<file path="src/rtl/param_memory.sv">
// Single-port synchronous RAM with byte enables, 1- or 2-cycle read latency,
// selectable read-during-write policy and a zeroing sweep after reset or clear.
module param_memory #(
  parameter int DATA_WIDTH = 32,
  parameter int ADDR_WIDTH = 4,
  parameter int RD_LATENCY = 1,
  parameter int RDW_MODE   = 0
) (
  input  logic                    Clk,
  input  logic                    rst,
  input  logic [DATA_WIDTH-1:0]   Data_in,
  input  logic [ADDR_WIDTH-1:0]   Address,
  input  logic                    write_En,
  input  logic                    read_En,
  input  logic [DATA_WIDTH/8-1:0] byte_En,
  input  logic                    clear,
  output logic [DATA_WIDTH-1:0]   Data_out,
  output logic                    rd_valid,
  output logic                    busy
);

  localparam int DEPTH = 2 ** ADDR_WIDTH;
  localparam int NB    = DATA_WIDTH / 8;
  localparam logic [ADDR_WIDTH:0] LAST = (ADDR_WIDTH + 1)'(DEPTH - 1);

  typedef enum logic {SWEEP, READY} state_t;

  state_t                  state_q, state_d;
  logic [ADDR_WIDTH:0]     cnt_q, cnt_d;
  logic [DATA_WIDTH-1:0]   mem_q [DEPTH];

  logic                    accept;
  logic                    wr_fire, rd_fire;
  logic [ADDR_WIDTH-1:0]   wr_addr;
  logic [DATA_WIDTH-1:0]   wr_data, old_word, merged, rd_word;
  logic [DATA_WIDTH-1:0]   dout_q, dout_d, stage_q, stage_d;
  logic                    valid_q, valid_d, stage_v_q, stage_v_d;

  // State, sweep counter and read pipeline registers
  always_ff @(posedge Clk or posedge rst) begin
    if (rst) begin
      state_q   <= SWEEP;
      cnt_q     <= '0;
      dout_q    <= '0;
      valid_q   <= 1'b0;
      stage_q   <= '0;
      stage_v_q <= 1'b0;
    end else begin
      state_q   <= state_d;
      cnt_q     <= cnt_d;
      dout_q    <= dout_d;
      valid_q   <= valid_d;
      stage_q   <= stage_d;
      stage_v_q <= stage_v_d;
    end
  end

  always_comb begin
    state_d = state_q;
    cnt_d   = cnt_q;
    case (state_q)
      SWEEP: begin
        cnt_d = cnt_q + 1'b1;
        if (cnt_q == LAST) state_d = READY;
      end
      READY: begin
        if (clear) begin
          state_d = SWEEP;
          cnt_d   = '0;
        end
      end
      default: state_d = SWEEP;
    endcase
  end

  always_comb begin
    old_word = mem_q[Address];
    merged   = old_word;
    for (int unsigned i = 0; i < NB; i++) begin
      if (byte_En[i]) merged[8*i +: 8] = Data_in[8*i +: 8];
    end

    accept  = (state_q == READY) && !clear;
    wr_fire = (accept && write_En) || (state_q == SWEEP);
    wr_addr = (state_q == SWEEP) ? cnt_q[ADDR_WIDTH-1:0] : Address;
    wr_data = (state_q == SWEEP) ? '0 : merged;
    rd_fire = accept && read_En;
    // One address port, so a concurrent write always targets the read word
    rd_word = (RDW_MODE == 1 && write_En) ? merged : old_word;

    dout_d    = dout_q;
    valid_d   = 1'b0;
    stage_d   = stage_q;
    stage_v_d = 1'b0;
    if (RD_LATENCY == 2) begin
      if (rd_fire) stage_d = rd_word;
      stage_v_d = rd_fire;
      if (stage_v_q) begin
        dout_d  = stage_q;
        valid_d = 1'b1;
      end
    end else begin
      if (rd_fire) begin
        dout_d  = rd_word;
        valid_d = 1'b1;
      end
    end
  end

  always_ff @(posedge Clk) begin
    if (wr_fire) mem_q[wr_addr] <= wr_data;
  end

  assign Data_out = dout_q;
  assign rd_valid = valid_q;
  assign busy     = (state_q == SWEEP);

endmodule

</file>
<file path="config.mk">
export PLATFORM = sky130hd
export DESIGN_NAME = param_memory
export DESIGN_NICKNAME = d
export VERILOG_FILES = /design/src/rtl/param_memory.sv
export SDC_FILE = /design/constraint.sdc
export NUM_CORES = 1
export LEC_CHECK = 0
export BUFFER_PORTS_ARGS = -buffer_cell sky130_fd_sc_hd__buf_2
export CORE_ASPECT_RATIO = 1.75
export CORE_MARGIN = 4
export CORE_UTILIZATION = 52
export CTS_BUF_LIST = sky130_fd_sc_hd__clkbuf_16
export DETAILED_ROUTE_END_ITERATION = 7
export GPL_ROUTABILITY_DRIVEN = 0
export PLACE_DENSITY = 0.69
export SLEW_MARGIN = 5
export SYNTH_ARGS = -nofsm -noshare
export SYNTH_HDL_FRONTEND = slang
export SYNTH_SLANG_ARGS = --single-unit
</file>
<file path="constraint.sdc">
create_clock -name Clk -period 5.95 [get_ports Clk]
set_input_delay 0.2975 -clock Clk [delete_from_list [all_inputs] [get_ports Clk]]
set_output_delay 0.2975 -clock Clk [all_outputs]
set_load 0.02 [all_outputs]
</file>
==> qor.yml <==
tns_ns: 0
ys_seq_area_share_pct: 75.2
yosys_warnings: 0
final_area_sq_um: 24300
yosys-top-cells-area: "edfxtp_1 (71%), mux2i_1 (8.9%), dfrtp_1 (4.5%)"
h-tree-depth: 2
peakVddDrop_mv: 0.217
status: "finished clean"
p_comb_share_pct: 19.3
final.setup_skew_ns: 0.0106
cts.sinks: 551
firstDrtPassIters: 6
nNetsFinal: 1330
min_period_ns: 3.23
wl_per_cell_microns: 27.7
hold_buffers: 2
p_switching_mw: 3.06
grt_antenna_before_repair: 2
die_h_microns: 279
final.period_utilization_pct: 54.3
post_cts_resized: 0
power_density_nw_per_um2: 438
ys_ff_latch: 551
grt_use_total_pct: 23.0
sw_frac_of_total_pct: 28.8
clk_path_buf_depth: 3
via_count: 11427
synth_area_sq_um: 21800
path_clk_slew_ns: 0.07
maxCapViolCount: 0
dp_cells: 1782
p_int_mw: 7.57
cts_setup_buffers: 0
cp-start-kind: "flop"
ioPinCount: 79
dp_hpwl_microns: 28600
slew_headroom_pct: 24.5
yosys.area.top_type_share_pct: 70.7
drt_wl_total_microns: 51900
ant_nets: 0
cts_root_buf: "clkbuf_16"
synth_top_flop_cell: "edfxtp_1"
rows: 98
hold_violations: 0
rsz0062_at_grt: "false"
numPortBuffers: 78
clockPowerShare_pct: 28.0
endpoint_kind: "flop"
p_seq_share_pct: 52.7
worst_pin_slew_ns: 1.13
fp.dieW_microns: 163
cp.arrival_ns: 3.48
seq_area_sq_um: 16400
grt_pass1_vias: 11589
synthTopCellsByCount: "edfxtp_1 (512), mux2i_1 (193), a21oi_1 (56)"
whs_ns: 0.336
finalNonFillerCells: 1871
avgSynthCellArea_sq_um: 18.2
fillerInstances: 2984
synth_cells: 1197
p_leak_nw: 8.70
yosysTopAreaCell: "edfxtp_1"
place_worst_setup_slack_ns: 2.17
clk_latency_ns: 0.56
dieArea_sq_um: 45300
synth_fp_nets: 1244
cp-startpoint: "state_q"
grt_overflow_total: 0
synthDistinctLibCells: 40
cp_max_fo: 55
drc_errors: 0
core_area_sq_um: 41100
slew_violations: 0
drtIter0Drc: 1250
dpl_cell_area_sq_um: 22700
setup_violations: 0
reg2reg_from: "state_q"
multi_input_area_sq_um: 5020
vias_per_cell: 6.11
hp-start: "byte_En[1]"
min_path_type: "in2reg"
cts_tree: "done"
grt_pass1_wl_microns: 76000
start_util_pct: 53.0
numCtsBuffers: 47
antennaDiodeCount: 0
critPathKind: "reg2reg"
fin_ws_ns: 2.72
required_ns: 6.20
drive_gt1_share_pct: 19.0
grt_max_degree: 92
area_delta_synth_final_pct: 11.5
synth_edf_count: 512
async_reset_ff_share_pct: 7.08
synth_most_common_cell: "edfxtp_1"
fmax_mhz: 310
==> registers in the layout, summed over array words and instances, names as in the netlist <==
signal / cells
cnt_q: 5
state_q: 1
rd_valid: 1
Data_out: 32
mem_q: 512
==> path summary, 6_finish.rpt <==
| path | end | slack (ns) | cells past startpoint |
|---|---|---|---|
| min in group asynchronous | Data_out[31] | 0.50 | 4 |
| max in group asynchronous | state_q | 4.94 | 4 |
| worst min register to register | Data_out[28] | 0.48 | 2 |
| worst min-delay path | mem_q[6][9] | 0.34 | 2 |
| worst max register to register | mem_q[12][20] | 2.72 | 6 |
| worst max-delay path | mem_q[12][20] | 2.72 | 6 |
==> logic make-up after synthesis <==
family,share of synthesized area (%)
flops,75.2
fa+ha+maj,0.115
xor+xnor,0.0805
compound gates,7.44
mux,12.8
simple gates,1.93
buf+inv,2.46
==> power by group through the flow <==
stage | sequential (mW) | clock, mW | combinational [mW]
after global routing | 5.67 | 3.18 | 2.20
after detailed placement | 5.68 | 0 | 2.07
final | 5.60 | 2.98 | 2.05
after global placement | 5.63 | 0 | 2.02
after floorplan | 5.75 | 0 | 1.06
after CTS | 5.60 | 3.02 | 2.08
==> layout by cell type (no fill, tap or decap), types with 7 or more instances in the layout <==
master	count
nand2_1	29
a21oi_1	56
o21ba_2	11
nor2_4	17
mux2_2	12
o21ai_1	12
buf_2	76
edfxtp_1	512
buf_4	31
a2bb2oi_1	15
mux4_2	32
nor2_1	28
dfrtp_1	38
a22oi_1	7
inv_1	21
mux2i_1	193
clkbuf_16	49
a221o_1	26
a222oi_1	32
o2bb2ai_1	12
clkinv_1	11
clkinv_2	8
o21ai_0	45
==> worst max-delay path: stages, from the launching register on <==
cell      delay [ns]
dfrtp_2         0.34
buf_4           0.58
nand4b_1        0.16
o21ai_0         0.19
nand2_1         0.33
nor2_4          0.93
buf_4           0.38
==> area by class of cell <==
class / count / share of cell area (%)
multi-input cells: 562 / 20.7
well taps: 550 / 2.84
inverters: 10 / 0.155
repair buffers: 111 / 2.75
flip-flops and latches: 551 / 67.4
clock buffers: 49 / 5.05
clock inverters: 38 / 1.11
==> routing by layer <==
layer	GRT usage [%]	wire, microns	vias to the layer above
met2	40.4	27100	475
met5	0	13	-
li1	-	-	5006
met3	3.47	3540	87
met4	7.08	1450	2
met1	29.5	19700	5857
==> stage by stage <==
stage | total power, mW | utilization [%]
6_report | 10.6 | 59.1
3_5_place_dp | 7.74 | 55.4
4_1_cts | 10.7 | 59.1
5_1_grt | 11.0 | 59.1
2_1_floorplan | 6.81 | -
3_3_place_gp | 7.65 | 55.4
(Power assumes the default switching activity.)
